`src/rtl/wb_pkg.sv`:
```
// wb_pkg: shared definitions for the Wishbone slave memory.
//   - FSM state encoding (IDLE/WAIT/RESP)
//   - response-kind encoding (NONE/ACK/ERR/RTY)
//   - address window decode helper
package wb_pkg;

    localparam logic [1:0] ST_IDLE = 2'd0;
    localparam logic [1:0] ST_WAIT = 2'd1;
    localparam logic [1:0] ST_RESP = 2'd2;

    // RESP_NONE means "in window but backend busy": keep stalling.
    localparam logic [1:0] RESP_NONE = 2'd0;
    localparam logic [1:0] RESP_ACK  = 2'd1;
    localparam logic [1:0] RESP_ERR  = 2'd2;
    localparam logic [1:0] RESP_RTY  = 2'd3;

    // The window is decoded in a wide type so BASE_ADDR + span cannot wrap.
    localparam int WIN_W = 64;

    function automatic logic in_window(input logic [WIN_W-1:0] adr,
                                       input logic [WIN_W-1:0] base,
                                       input logic [WIN_W-1:0] span);
        return (adr >= base) && (adr < (base + span));
    endfunction

endpackage

```
`src/rtl/wb_slave_regfile.sv`:
```
// wb_slave_regfile: DEPTH x DATA_WIDTH register file with byte-lane writes.
// Ports:
//   clk, rst      clock, asynchronous active-high reset (clears every word)
//   we_i, sel_i   write enable and byte-lane enables
//   idx_i         word index for both read and write
//   wdat_i        write data
//   re_i          read enable; rdat_o is registered and holds between reads
//   rdat_o        registered read data
module wb_slave_regfile #(
    parameter int DATA_WIDTH   = 32,
    parameter int SELECT_WIDTH = DATA_WIDTH / 8,
    parameter int DEPTH        = 16
) (
    input  logic                       clk,
    input  logic                       rst,
    input  logic                       we_i,
    input  logic [SELECT_WIDTH-1:0]    sel_i,
    input  logic [$clog2(DEPTH)-1:0]   idx_i,
    input  logic [DATA_WIDTH-1:0]      wdat_i,
    input  logic                       re_i,
    output logic [DATA_WIDTH-1:0]      rdat_o
);

    logic [DATA_WIDTH-1:0] mem_q [DEPTH];
    logic [DATA_WIDTH-1:0] rdat_q;

    always_ff @(posedge clk or posedge rst) begin
        if (rst) begin
            for (int i = 0; i < DEPTH; i++) begin
                mem_q[i] <= '0;
            end
        end else if (we_i) begin
            for (int b = 0; b < SELECT_WIDTH; b++) begin
                if (sel_i[b]) begin
                    mem_q[idx_i][b*8 +: 8] <= wdat_i[b*8 +: 8];
                end
            end
        end
    end

    always_ff @(posedge clk or posedge rst) begin
        if (rst) begin
            rdat_q <= '0;
        end else if (re_i) begin
            rdat_q <= mem_q[idx_i];
        end
    end

    assign rdat_o = rdat_q;

endmodule

```
`src/rtl/wishbone_slave_mem.sv`:
```
// wishbone_slave_mem: single-beat Wishbone responder backed by a register file.
// Decodes a base-relative window, inserts WAIT_STATES wait cycles and answers
// each request with exactly one ACK, ERR or RTY pulse.
// Build option: define WB_SLAVE_RETRY_EN to answer a busy backend with RTY;
// otherwise busy_i stalls the response and wb_rty_o is tied low.
// Ports:
//   clk, rst                  clock, asynchronous active-high reset
//   wb_adr_i/dat_i/we_i/sel_i request address, write data, direction, lanes
//   wb_stb_i, wb_cyc_i        strobe / cycle
//   wb_tgd_i, wb_tgd_o        request tag in, echoed with the response
//   wb_dat_o                  read data, valid with wb_ack_o, held until next read
//   wb_ack_o/err_o/rty_o      one-cycle termination pulses
//   busy_i                    backend busy, blocks completion
//   wr_strobe_o, wr_index_o   pulse and word index of each committed write
//
// state | meaning
// IDLE  | waiting for cyc & stb
// WAIT  | counting wait states, or stalled on busy_i
// RESP  | termination pulse on the bus, back to IDLE next cycle
module wishbone_slave_mem
    import wb_pkg::*;
#(
    parameter int                    ADDR_WIDTH   = 32,
    parameter int                    DATA_WIDTH   = 32,
    parameter int                    SELECT_WIDTH = DATA_WIDTH / 8,
    parameter int                    TAG_WIDTH    = 1,
    parameter int                    DEPTH        = 16,
    parameter logic [ADDR_WIDTH-1:0] BASE_ADDR    = '0,
    parameter int                    WAIT_STATES  = 0
) (
    input  logic                       clk,
    input  logic                       rst,
    input  logic [ADDR_WIDTH-1:0]      wb_adr_i,
    input  logic [DATA_WIDTH-1:0]      wb_dat_i,
    output logic [DATA_WIDTH-1:0]      wb_dat_o,
    input  logic                       wb_we_i,
    input  logic [SELECT_WIDTH-1:0]    wb_sel_i,
    input  logic                       wb_stb_i,
    input  logic                       wb_cyc_i,
    output logic                       wb_ack_o,
    output logic                       wb_err_o,
    output logic                       wb_rty_o,
    input  logic [TAG_WIDTH-1:0]       wb_tgd_i,
    output logic [TAG_WIDTH-1:0]       wb_tgd_o,
    input  logic                       busy_i,
    output logic                       wr_strobe_o,
    output logic [$clog2(DEPTH)-1:0]   wr_index_o
);

    localparam int               IDX_W   = $clog2(DEPTH);
    localparam int               SEL_LSB = $clog2(SELECT_WIDTH);
    localparam logic [WIN_W-1:0] SPAN    = WIN_W'(DEPTH * SELECT_WIDTH);
    // Counter is loaded with WAIT_STATES-1 so the response is registered on the
    // edge where it reads 0, giving 1 + WAIT_STATES cycles of latency.
    localparam logic [3:0]       WS_LOAD = 4'((WAIT_STATES > 0) ? WAIT_STATES - 1 : 0);

    logic [1:0]              state_q, state_d;
    logic [3:0]              cnt_q, cnt_d;
    logic [ADDR_WIDTH-1:0]   adr_q, adr_d;
    logic [DATA_WIDTH-1:0]   dat_q, dat_d;
    logic                    we_q, we_d;
    logic [SELECT_WIDTH-1:0] sel_q, sel_d;
    logic [TAG_WIDTH-1:0]    req_tgd_q, req_tgd_d;
    logic                    ack_q, ack_d;
    logic                    err_q, err_d;
    logic [TAG_WIDTH-1:0]    tgd_o_q, tgd_o_d;
    logic                    wr_strobe_q, wr_strobe_d;
    logic [IDX_W-1:0]        wr_index_q, wr_index_d;
`ifdef WB_SLAVE_RETRY_EN
    logic                    rty_q, rty_d;
`endif

    // In IDLE with no wait states the response is decided from the live bus;
    // afterwards from the captured request.
    logic [ADDR_WIDTH-1:0]   cur_adr;
    logic [DATA_WIDTH-1:0]   cur_dat;
    logic                    cur_we;
    logic [SELECT_WIDTH-1:0] cur_sel;
    logic [TAG_WIDTH-1:0]    cur_tgd;
    logic [IDX_W-1:0]        cur_idx;
    logic                    in_win;
    logic [1:0]              resp_kind;
    logic                    eval;
    logic                    mem_we;
    logic                    mem_re;

    assign cur_adr = (state_q == ST_IDLE) ? wb_adr_i : adr_q;
    assign cur_dat = (state_q == ST_IDLE) ? wb_dat_i : dat_q;
    assign cur_we  = (state_q == ST_IDLE) ? wb_we_i  : we_q;
    assign cur_sel = (state_q == ST_IDLE) ? wb_sel_i : sel_q;
    assign cur_tgd = (state_q == ST_IDLE) ? wb_tgd_i : req_tgd_q;

    assign in_win  = in_window(WIN_W'(cur_adr), WIN_W'(BASE_ADDR), SPAN);
    assign cur_idx = IDX_W'((cur_adr - BASE_ADDR) >> SEL_LSB);

    always_comb begin
        resp_kind = RESP_ACK;
        if (!in_win) begin
            resp_kind = RESP_ERR;
        end else if (busy_i) begin
`ifdef WB_SLAVE_RETRY_EN
            resp_kind = RESP_RTY;
`else
            resp_kind = RESP_NONE;
`endif
        end
    end

    always_comb begin
        state_d     = state_q;
        cnt_d       = cnt_q;
        adr_d       = adr_q;
        dat_d       = dat_q;
        we_d        = we_q;
        sel_d       = sel_q;
        req_tgd_d   = req_tgd_q;
        ack_d       = 1'b0;
        err_d       = 1'b0;
        tgd_o_d     = tgd_o_q;
        wr_strobe_d = 1'b0;
        wr_index_d  = wr_index_q;
        mem_we      = 1'b0;
        mem_re      = 1'b0;
        eval        = 1'b0;
`ifdef WB_SLAVE_RETRY_EN
        rty_d       = 1'b0;
`endif

        case (state_q)
            ST_IDLE: begin
                if (wb_cyc_i && wb_stb_i) begin
                    adr_d     = wb_adr_i;
                    dat_d     = wb_dat_i;
                    we_d      = wb_we_i;
                    sel_d     = wb_sel_i;
                    req_tgd_d = wb_tgd_i;
                    if (WAIT_STATES == 0) begin
                        eval = 1'b1;
                    end else begin
                        state_d = ST_WAIT;
                        cnt_d   = WS_LOAD;
                    end
                end
            end
            ST_WAIT: begin
                // A withdrawn request is dropped silently; a response is never
                // driven against a low strobe.
                if (!wb_cyc_i || !wb_stb_i) begin
                    state_d = ST_IDLE;
                end else if (cnt_q == 4'd0) begin
                    eval = 1'b1;
                end else begin
                    cnt_d = cnt_q - 4'd1;
                end
            end
            ST_RESP: begin
                state_d = ST_IDLE;
            end
            default: begin
                state_d = ST_IDLE;
            end
        endcase

        if (eval) begin
            case (resp_kind)
                RESP_ERR: begin
                    err_d   = 1'b1;
                    tgd_o_d = cur_tgd;
                    state_d = ST_RESP;
                end
                RESP_ACK: begin
                    ack_d   = 1'b1;
                    tgd_o_d = cur_tgd;
                    state_d = ST_RESP;
                    if (cur_we) begin
                        mem_we      = 1'b1;
                        wr_strobe_d = 1'b1;
                        wr_index_d  = cur_idx;
                    end else begin
                        mem_re = 1'b1;
                    end
                end
`ifdef WB_SLAVE_RETRY_EN
                RESP_RTY: begin
                    rty_d   = 1'b1;
                    tgd_o_d = cur_tgd;
                    state_d = ST_RESP;
                end
`endif
                default: begin
                    // Busy stall: re-evaluate every cycle from WAIT.
                    state_d = ST_WAIT;
                    cnt_d   = 4'd0;
                end
            endcase
        end
    end

    always_ff @(posedge clk or posedge rst) begin
        if (rst) begin
            state_q     <= ST_IDLE;
            cnt_q       <= '0;
            adr_q       <= '0;
            dat_q       <= '0;
            we_q        <= 1'b0;
            sel_q       <= '0;
            req_tgd_q   <= '0;
            ack_q       <= 1'b0;
            err_q       <= 1'b0;
            tgd_o_q     <= '0;
            wr_strobe_q <= 1'b0;
            wr_index_q  <= '0;
        end else begin
            state_q     <= state_d;
            cnt_q       <= cnt_d;
            adr_q       <= adr_d;
            dat_q       <= dat_d;
            we_q        <= we_d;
            sel_q       <= sel_d;
            req_tgd_q   <= req_tgd_d;
            ack_q       <= ack_d;
            err_q       <= err_d;
            tgd_o_q     <= tgd_o_d;
            wr_strobe_q <= wr_strobe_d;
            wr_index_q  <= wr_index_d;
        end
    end

`ifdef WB_SLAVE_RETRY_EN
    always_ff @(posedge clk or posedge rst) begin
        if (rst) begin
            rty_q <= 1'b0;
        end else begin
            rty_q <= rty_d;
        end
    end
    assign wb_rty_o = rty_q;
`else
    assign wb_rty_o = 1'b0;
`endif

    wb_slave_regfile #(
        .DATA_WIDTH   (DATA_WIDTH),
        .SELECT_WIDTH (SELECT_WIDTH),
        .DEPTH        (DEPTH)
    ) u_regfile (
        .clk    (clk),
        .rst    (rst),
        .we_i   (mem_we),
        .sel_i  (cur_sel),
        .idx_i  (cur_idx),
        .wdat_i (cur_dat),
        .re_i   (mem_re),
        .rdat_o (wb_dat_o)
    );

    assign wb_ack_o    = ack_q;
    assign wb_err_o    = err_q;
    assign wb_tgd_o    = tgd_o_q;
    assign wr_strobe_o = wr_strobe_q;
    assign wr_index_o  = wr_index_q;

endmodule

```
`config.mk`:
```
export PLATFORM = sky130hd
export DESIGN_NAME = wishbone_slave_mem
export DESIGN_NICKNAME = d
export VERILOG_FILES = /design/src/rtl/wb_pkg.sv /design/src/rtl/wb_slave_regfile.sv /design/src/rtl/wishbone_slave_mem.sv
export SDC_FILE = /design/constraint.sdc
export NUM_CORES = 1
export LEC_CHECK = 0
export CAP_MARGIN = 10
export CORE_ASPECT_RATIO = 1.5
export CORE_MARGIN = 8
export CORE_UTILIZATION = 55
export DETAILED_ROUTE_END_ITERATION = 6
export PLACE_DENSITY_LB_ADDON = 0.15
export SYNTH_ARGS = -nofsm -noshare
export SYNTH_HDL_FRONTEND = slang
export SYNTH_SLANG_ARGS = --single-unit
export TNS_END_PERCENT = 30
```
`constraint.sdc`:
```
create_clock -name clk -period 22.6 [get_ports clk]
set_input_delay 5.65 -clock clk [delete_from_list [all_inputs] [get_ports clk]]
set_output_delay 5.65 -clock clk [all_outputs]
set_load 0.01 [all_outputs]
```
### Word-level counts from Yosys, hierarchy flattened

Index checks and enable logic that the tools add are counted.

* div/mod/pow operators: 0
* $lt $le $gt $ge: 3
* shift-type cells: 0
* multiply operators: 0
* add/sub/neg operators: 1
* eq/ne operators: 5
* bitwise gates (word level): 1
* reductions and logical operators: 12
* muxes and demuxes: 52

Operators by type and width (number)
* $mux W512: 7
* $bwmux W512: 4
* $demux W32 S4: 4
* $mux W32: 5
* $bmux W32 S4: 1
* $lt A32 B7 Y1 const B: 1
* $mux W24: 1
* $mux W4: 6
* $mux W1: 16
* $mux W16: 1
* $mux W2: 4
* $mux W8: 1
* $reduce_and A2 Y1: 3
* $ge A5 B5 Y1 const B: 1
* $lt A5 B1 Y1 const B: 1
* $not A4 Y5: 1
* $eq A2 B1 Y1 const B: 2
* $logic_not A4 Y1: 1
* $pmux W2 S2: 1
* $sub A4 B1 Y4 const B: 1
* $ne A3 B3 Y1 const B: 1
* $reduce_and A3 Y1: 1
* $eq A2 B2 Y1 const B: 1
* $logic_and A1 B1 Y1: 2
* 6 further kinds: 7

* bits in writable memories: 0
* flip-flop bits (word level): 628
* bits in latches: 0
* memory bits (read-only): 0
* memories kept: 0
* logic and storage cells: 103
* output and inout bits: 41

### Logic depth before layout (Yosys ltp)

Gate-level depths: netlist of the first run.

* depth after elaboration: 18
* gate-level depth with buffers: 10
* depth with buffers taken out: 8

### Modules after synthesis

A second synthesis of the first run with hierarchy kept.

* cell total of the unflattened synthesis: 1983
* area total of the unflattened synthesis: 28507.3 sq um

Modules (own cells, without submodules)
* wb_slave_regfile: sequential area each 13613.1 sq um, times used 1, area each 24679.9 sq um, cells an instance 1710
* wishbone_slave_mem: sequential area each 2052.0 sq um, times used 1, area each 3827.4 sq um, cells an instance 273

### Worst setup path before layout of the first run

No wires, ideal clock.

* path type: input port to flip-flop
* from: input wb_adr_i[27]
* to: register u_regfile.mem_q[496] (netlist bit)
* setup slack: 14.987 ns
* arrival: 7.488 ns
* stages on the path: 7
* required time: 22.475 ns
* path through: nor4_1 -> nand4_1 -> mux2i_4 -> nand4_4 -> buf_4 -> nor2_4 -> mux2_2

* longest elaborated chain between the ends: 6

Ends and longest elaborated chain
* from (decl): RTL line wishbone_slave_mem.sv:33 `input logic [ADDR_WIDTH-1:0] wb_adr_i,`
* $mux W32: RTL line wishbone_slave_mem.sv:87 `assign cur_adr = (state_q == ST_IDLE) ? wb_adr_i : adr_q;`
* $lt A32 B7 Y1: RTL line wb_pkg.sv:23 `return (adr >= base) && (adr < (base + span));`
* $mux W2: RTL line wishbone_slave_mem.sv:98 `if (!in_win) begin`
* $eq A2 B1 Y1: RTL line wishbone_slave_mem.sv:165 `case (resp_kind)`
* $mux W1: RTL line wishbone_slave_mem.sv:165
* $mux W1: RTL line wishbone_slave_mem.sv:164 `if (eval) begin`
* to (signal, indexed assignment): RTL line wb_slave_regfile.sv:35 `mem_q[idx_i][b*8 +: 8] <= wdat_i[b*8 +: 8];`
* to (decl): RTL line wb_slave_regfile.sv:24 `logic [DATA_WIDTH-1:0] mem_q [DEPTH];`

No other way between the ends.
A chain may end at the register's enable or synchronous reset.

### Final worst setup path of the first run

* from: input wb_adr_i[3]
* to: register u_regfile.rdat_q[11] (netlist: u_regfile.rdat_o[11])

* longest elaborated chain between the ends: 6

Ends and longest elaborated chain
* $mux W32 *: RTL line wishbone_slave_mem.sv:87
* $lt A32 B7 Y1: RTL line wb_pkg.sv:23
* $mux W2: RTL line wishbone_slave_mem.sv:98
* $eq A2 B1 Y1: RTL line wishbone_slave_mem.sv:165
* $mux W1: RTL line wishbone_slave_mem.sv:165
* $mux W1: RTL line wishbone_slave_mem.sv:164
* to (signal assigned): RTL line wb_slave_regfile.sv:45 `rdat_q <= mem_q[idx_i];`
* to (decl): RTL line wb_slave_regfile.sv:25 `logic [DATA_WIDTH-1:0] rdat_q;`

Every way passes the cells marked *; elsewhere a longest branch is shown, timed or not. The select of a mux whose other input is x is not followed.

==> run metrics, run 1 <==
run status completed; final cycle utilization of the critical path 0.4236; number of maximum-capacitance constraint violations 0; total power per unit cell area 71.81 nW/um^2; R2R Path End u_regfile.rdat_o[11]$_DFFE_PP0P_; kind of path behind the tightest hold check reg2reg; maximum number of pins on one net before global-route repair 198; share of total power in the clock network 0.423; count of final hold-check violations 0; sequential element share of the synthesized area 0.5440; cell with the most instances after synthesis dfrtp_1; largest stage delay on the critical path 930 ps; nets in the synthesized netlist 2131; syn avg cell area 14.01 sq um; Remaining DRCs 0; placeable core region 51690 sq um; unrepaired setup endpoints after global routing no; number of distinct library cells after synthesis 47; number of pins with negative max-slew slack in the final report 0; fmax 104.5 MHz; Std-Cell Rows 102; register-to-register setup slack 17970 ps; Max-Slew Margin vs Limit 0.2523; sort of element at the end of the critical path flip-flop; total global-route track usage 0.2122; buffer cell driving the clock tree root clkbuf_16; number of buffers inserted to repair setup after CTS 0; Leak 0.01632 uW; slowest CP cell buf_4; post-detailed-route wirelength per cell 22.05 microns; Reg power frac 0.498; category of the critical setup timing path in2reg; total congestion overflow 0; Resized Gates After CTS 0; overall die area 60080 sq um; fraction of layout instances using a drive strength above 1 0.3652; combinational fraction of design power 0.079; largest driver fanout on the critical path 58; share of async-settable or async-resettable flops after synthesis 1.000; design internal power 1779 uW; Hold Worst Slack 485.4 ps; number of synthesized flops with an enable pin 0; startpoint of the worst hold path u_regfile.mem_q[348]$_DFFE_PP0P_; count of endpoints failing setup in the final report 0; initial antenna violation count 1; multi-input gate area in the final layout 12590 sq um; minimum clock period 9573 ps; clock tree buffer depth 3; 1st-iter DRT viols 804; number of buffers inserted for hold repair after clock tree synthesis 0; origin of the critical flop-to-flop path state_q[0]$_DFFE_PP0P_; final WL 62910 microns; switching power 544.4 uW; GPL Wtd Cong 0.7857; CTS sink cnt 626; number of antenna repair diodes 0; via-per-instance ratio 5.872; clock edge transition at the registers on the reported setup and hold paths 60 ps; total of fill cells in the finished design 4015; measured slew at the worst slew-check pin 1121 ps; share of the synthesized area in the top cell type 0.5440; number of vias after detailed routing 16754; I/O pin total 116; terminating pin of the worst hold path u_regfile.mem_q[348]$_DFFE_PP0P_; number of global-route vias before repair 18319; Total Negative Setup Slacks 0 ps; flip-flop and latch count after synthesis 626; global-route wire length before repair 102500 microns; number of H-tree levels 2; remaining number of nets flagged by the antenna check after routing 0; Die Width 202.8 microns; clock buffers created by TritonCTS 58; Synth warnings 0; Crit path arrival time 10050 ps; final setup skew 15.06 ps; cell count of the worst hold path 1; Starting Density 0.5571; data required time at the worst endpoint 23070 ps; mapped cell area 28790 sq um; TritonCTS clock tree built; count of buffers from port buffering 112; area taken by flip-flops and latches 15670 sq um; most frequent cells after synthesis 626 x dfrtp_1, 592 x mux2_2, 260 x mux2i_1; area growth from synthesis to layout 12.38%; cell taking the most area after synthesis dfrtp_1; ranking of synthesized cells by area dfrtp_1 54%, mux2_2 23%, mux2i_1 9.0%; crit start category primary input; first-pass detailed-route iteration total 5; Worst path most repeated cell buf_4; clock latency at the later pin of the worst-skew pair 590 ps; maximum vdd ir drop 0.06648 mV; critical path cell sequence clkdlybuf4s50_1, mux2_8, buf_4, buf_4, mux2i_1, o22ai_1, or4_1, mux2_2; proportion of total power due to net switching 0.2343; top flip-flop cell by instance count after synthesis dfrtp_1; instance count of the mapped netlist 2055; Worst Reg2Reg Path Length in Cells 8; Die Height 296.2 microns; number of nets in the layout 2211; detailed-placement wirelength estimate 42240 microns
[sequential cells by signal (all words and copies together) (netlist names)]
| register | flops |
|---|---|
| req_tgd_q | 1 |
| sel_q | 4 |
| wb_err_o | 1 |
| u_regfile.rdat_o | 32 |
| we_q | 1 |
| wb_ack_o | 1 |
| wb_tgd_o | 1 |
| adr_q | 30 |
| wr_index_o | 4 |
| wr_strobe_o | 1 |
| state_q | 2 |
| cnt_q | 4 |
| u_regfile.mem_q | 512 |
| dat_q | 32 |
[worst max-delay path: cells and delay by family]
kind / cells / cell delay (ps)
mux: 3 / 1180
compound gates: 1 / 110
buf+inv: 3 / 2400
simple gates: 1 / 570
[per-stage QoR]
step / instances / instance area [sq um] / power, uW / utilization / worst slack [ps]
finish: 2853 / 32360 / 2324 / 0.6260 / 13030
global route: 2853 / 32360 / 2408 / 0.6260 / 12850
CTS: 2853 / 32360 / 2352 / 0.6260 / 13040
detailed placement: 2751 / 30430 / 1363 / 0.5888 / 12390
global placement: 2751 / 30430 / 1355 / 0.5888 / 12430
floorplan: 2055 / 28800 / 1304 / - / 8403
[logic make-up after synthesis]
kind of cell | share of synthesized area
adder cells (fa/ha/maj) | 0.0004345
multiplexers | 0.3334
AND/OR/NAND/NOR | 0.07122
AO/OA/AOI/OAI | 0.03090
other | 0.0001302
flip-flops | 0.5440
buffers and inverters | 0.01990
[how the worst max path moves through the flow]
stage / cells after the start / to / slack [ps] / from
after floorplan: 1 / adr_q[10]$_DFFE_PP0P_ / 8400 / rst
after global placement: 8 / u_regfile.rdat_o[9]$_DFFE_PP0P_ / 12430 / wb_adr_i[3]
after detailed placement: 8 / u_regfile.rdat_o[9]$_DFFE_PP0P_ / 12390 / wb_adr_i[3]
after CTS: 8 / u_regfile.rdat_o[9]$_DFFE_PP0P_ / 13040 / wb_adr_i[3]
after global routing: 8 / u_regfile.rdat_o[12]$_DFFE_PP0P_ / 12850 / wb_adr_i[3]
final: 8 / u_regfile.rdat_o[11]$_DFFE_PP0P_ / 13030 / wb_adr_i[3]
[area by class of cell]
class,count,area share
Clock inverter,11,0.004292
Inverter,5,0.0006960
Tap cell,676,0.02614
Multi-Input combinational cell,1311,0.3892
Sequential cell,626,0.4841
Clock buffer,91,0.05522
Timing Repair Buffer,133,0.04029
[power by group through the flow]
stage	registers, uW	logic, uW	clock network (uW)
after global placement	1180	180	0
final	1160	184	983
after global routing	1160	200	1050
after floorplan	1170	129	0
after detailed placement	1180	186	0
after CTS	1160	186	1010
[cells in the final DEF, fill, tap and decap left out, drive strengths merged, types with 2 or more instances in the layout]
cell	n
a21oi	3
and3	3
buf	21
bufinv	3
clkbuf	91
clkdlybuf4s50	112
clkinv	5
clkinvlp	3
dfrtp	626
inv	5
mux2	619
mux2i	261
nand2	128
nand2b	3
nand3	17
nand4	9
nor2	74
nor4	12
o21ai	4
o22ai	129
o31ai	2
or4	33
or4b	2
[routing by layer]
metal / GRT usage / wire [microns] / share of wire / up-vias
li1: - / - / - / 7634
met2: 0.3830 / 33470 / 0.53 / 251
met1: 0.2592 / 25630 / 0.41 / 8768
met4: 0.06044 / 1460 / 0.023 / 0
met5: 0 / 0 / 0 / -
met3: 0.03498 / 2357 / 0.037 / 101
Note: power is estimated with default switching activity, not from simulation.
==> inputs of run 2 (changes only) <==
- clock period: 22.6 -> 8.7 ns (I/O delays scaled with it)
==> run metrics, run 2 (same netlist as run 1, synthesis figures left out) <==
unrepaired setup endpoints after global routing no (unchanged); detailed-placement wirelength estimate 42580 microns (was 42240 microns); count of final hold-check violations 0 (unchanged); sort of element at the end of the critical path flip-flop (unchanged); data required time at the worst endpoint 9190 ps (was 23070 ps); I/O pin total 116 (unchanged); global-route wire length before repair 102700 microns (was 102500 microns); kind of path behind the tightest hold check reg2reg (unchanged); Worst Reg2Reg Path Length in Cells 6 (was 8); design internal power 4798 uW (was 1779 uW); fmax 185.5 MHz; area growth from synthesis to layout 13.05% (was 12.38%); placeable core region 51690 sq um (unchanged); share of total power in the clock network 0.442 (was 0.423); final cycle utilization of the critical path 0.6195; Starting Density 0.5571 (unchanged); number of pins with negative max-slew slack in the final report 0 (unchanged); via-per-instance ratio 5.851 (was 5.872); Std-Cell Rows 102 (unchanged); post-detailed-route wirelength per cell 22.11 microns (was 22.05 microns); R2R Path End u_regfile.mem_q[302]$_DFFE_PP0P_ (was u_regfile.rdat_o[11]$_DFFE_PP0P_); largest stage delay on the critical path 930 ps (about the same); clock tree buffer depth 3 (unchanged); critical path cell sequence clkdlybuf4s50_1, mux2_8, buf_4, mux2i_1, o22ai_1, or4_1, mux2_2 (was clkdlybuf4s50_1, mux2_8, buf_4, buf_4, mux2i_1, o22ai_1, or4_1, mux2_2); Remaining DRCs 0 (unchanged); overall die area 60080 sq um (unchanged); Max-Slew Margin vs Limit 0.2621 (was 0.2523); number of buffers inserted to repair setup after CTS 0 (unchanged); first-pass detailed-route iteration total 7 (was 5); worst setup slack after placement 2772 ps (was 12390 ps); total buffers and inverters traversed by the critical path 2 (was 3); switching power 1449 uW (was 544.4 uW); category of the critical setup timing path in2reg (unchanged); number of vias after detailed routing 16722 (was 16754); number of maximum-capacitance constraint violations 0 (unchanged); number of buffers inserted for hold repair after clock tree synthesis 0 (unchanged); register-to-register setup slack 4540 ps (was 17970 ps); number of global-route vias before repair 18383 (was 18319); total global-route track usage 0.2130 (was 0.2122); minimum clock period 5389 ps; buffer cell driving the clock tree root clkbuf_16 (unchanged); most used cells in the layout excluding fill and tap cells 626 x dfrtp_1, 592 x mux2_2, 259 x mux2i_1, 129 x o22ai_1, 121 x nand2_1 (unchanged); Die Height 296.2 microns (unchanged); CTS sink cnt 626 (unchanged); crit start category primary input (unchanged); terminating pin of the worst hold path u_regfile.mem_q[491]$_DFFE_PP0P_ (was u_regfile.mem_q[348]$_DFFE_PP0P_); largest driver fanout on the critical path 64 (was 58); Resized Gates After CTS 0 (unchanged); Reg power frac 0.481 (was 0.498); proportion of total power due to net switching 0.2320 (was 0.2343); remaining number of nets flagged by the antenna check after routing 0 (unchanged); Crit path arrival time 5880 ps (was 10050 ps); worst-case setup margin in the final layout 3311 ps (was 13030 ps); startpoint of the worst hold path u_regfile.mem_q[491]$_DFFE_PP0P_ (was u_regfile.mem_q[348]$_DFFE_PP0P_); origin of the critical flop-to-flop path state_q[0]$_DFFE_PP0P_ (unchanged); count of buffers from port buffering 112 (unchanged); clock buffers created by TritonCTS 58 (unchanged); total power per unit cell area 191.9 nW/um^2 (was 71.81 nW/um^2); GPL Wtd Cong 0.7833 (was 0.7857); TritonCTS clock tree built (unchanged); final WL 63190 microns (was 62910 microns); maximum vdd ir drop 0.1683 mV (was 0.06648 mV); register bank with the most flops u_regfile.mem_q (unchanged); Die Width 202.8 microns (unchanged); number of antenna repair diodes 0 (unchanged); maximum number of pins on one net before global-route repair 192 (was 198); combinational fraction of design power 0.077 (was 0.079); measured slew at the worst slew-check pin 1107 ps (was 1121 ps); number of nets in the layout 2212 (was 2211); cell count of the worst hold path 1 (unchanged); number of H-tree levels 2 (unchanged); total of fill cells in the finished design 3971 (was 4015); count of endpoints failing setup in the final report 0 (unchanged); clock latency at the later pin of the worst-skew pair 600 ps (was 590 ps); most frequent standard cell in the layout excluding fill and tap cells dfrtp_1 (unchanged); initial antenna violation count 0 (was 1); Leak 0.01642 uW (was 0.01632 uW); post-route core utilization 0.6298 (was 0.6260); clock edge transition at the registers on the reported setup and hold paths 60 ps (about the same); run status completed (unchanged); final setup skew 25.99 ps (was 15.06 ps); slowest CP cell buf_4 (unchanged); total congestion overflow 0 (unchanged); fraction of layout instances using a drive strength above 1 0.3694 (was 0.3652); Largest register FFs 512 (unchanged); cell family with the largest share of critical-path delay buffers and inverters (unchanged); 1st-iter DRT viols 792 (was 804)
-- run 2: cell types whose count changed in the layout (fill, tap and decap cells not counted) --
| cell | before | now |
|---|---|---|
| clkbuf_8 | 19 | 11 |
| clkinv_2 | 5 | 13 |
| bufinv_16 | 3 | 10 |
| clkbuf_1 | 13 | 7 |
| clkbuf_16 | 59 | 61 |
| buf_12 | 2 | 3 |
| clkinv_4 | 0 | 1 |
| clkinvlp_4 | 3 | 4 |
| inv_6 | 1 | 0 |
-- run 2: worst max path at each step --
stage	startpoint	endpoint	slack (ps)	cells after the start
after detailed placement	wb_adr_i[3]	u_regfile.rdat_o[28]$_DFFE_PP0P_	2770	7
after global routing	wb_adr_i[3]	u_regfile.rdat_o[28]$_DFFE_PP0P_	3250	7
after CTS	wb_adr_i[3]	u_regfile.rdat_o[28]$_DFFE_PP0P_	3400	7
final	wb_adr_i[3]	u_regfile.rdat_o[28]$_DFFE_PP0P_	3310	7
after global placement	wb_adr_i[3]	u_regfile.rdat_o[28]$_DFFE_PP0P_	2820	7
after floorplan	rst	adr_q[10]$_DFFE_PP0P_	-2020	1
-- run 2: power groups by stage --
stage          Combinational [uW]  Clock, uW  Sequential (uW)
5_1_grt                       520       2940             3010
3_5_place_dp                  485          0             3060
2_1_floorplan                 335          0             3050
4_1_cts                       486       2830             3000
3_3_place_gp                  470          0             3050
6_report                      480       2760             3000
-- run 2: final cells by class --
class | instances | area (sq um) | share of cell area
clock buffer | 79 | 1704 | 0.05235
clock inverter | 27 | 396.6 | 0.01218
inverter | 5 | 22.52 | 0.0006919
multi-input combinational | 1311 | 12590 | 0.3869
tap | 676 | 845.8 | 0.02598
timing repair buffer | 134 | 1324 | 0.04067
sequential | 626 | 15670 | 0.4812
-- run 2: stage by stage --
step	instances	setup TNS (ps)	hold slack [ps]	instance area, sq um	total power (uW)
3_5_place_dp	2752	0	473.9	30450	3542
4_1_cts	2858	0	488.6	32550	6314
2_1_floorplan	2055	-1265710	457.4	28800	3387
6_report	2858	0	484.9	32550	6247
3_3_place_gp	2752	0	466.5	30450	3523
5_1_grt	2858	0	509.6	32550	6465
-- run 2: worst reg2reg max path: stages, from the launching register on --
cell     delay (ps)
dfrtp_1         550
or2_2           340
buf_4           550
mux2i_4         600
nand4_4         810
nor2_2          770
mux2_2          410
-- run 2: routing by layer --
| layer | share of wire | global-route usage | vias up |
|---|---|---|---|
| met4 | 0.022 | 0.05548 | 0 |
| li1 | - | - | 7653 |
| met5 | 0 | 0 | - |
| met2 | 0.53 | 0.3855 | 282 |
| met1 | 0.42 | 0.2640 | 8699 |
| met3 | 0.034 | 0.03115 | 88 |
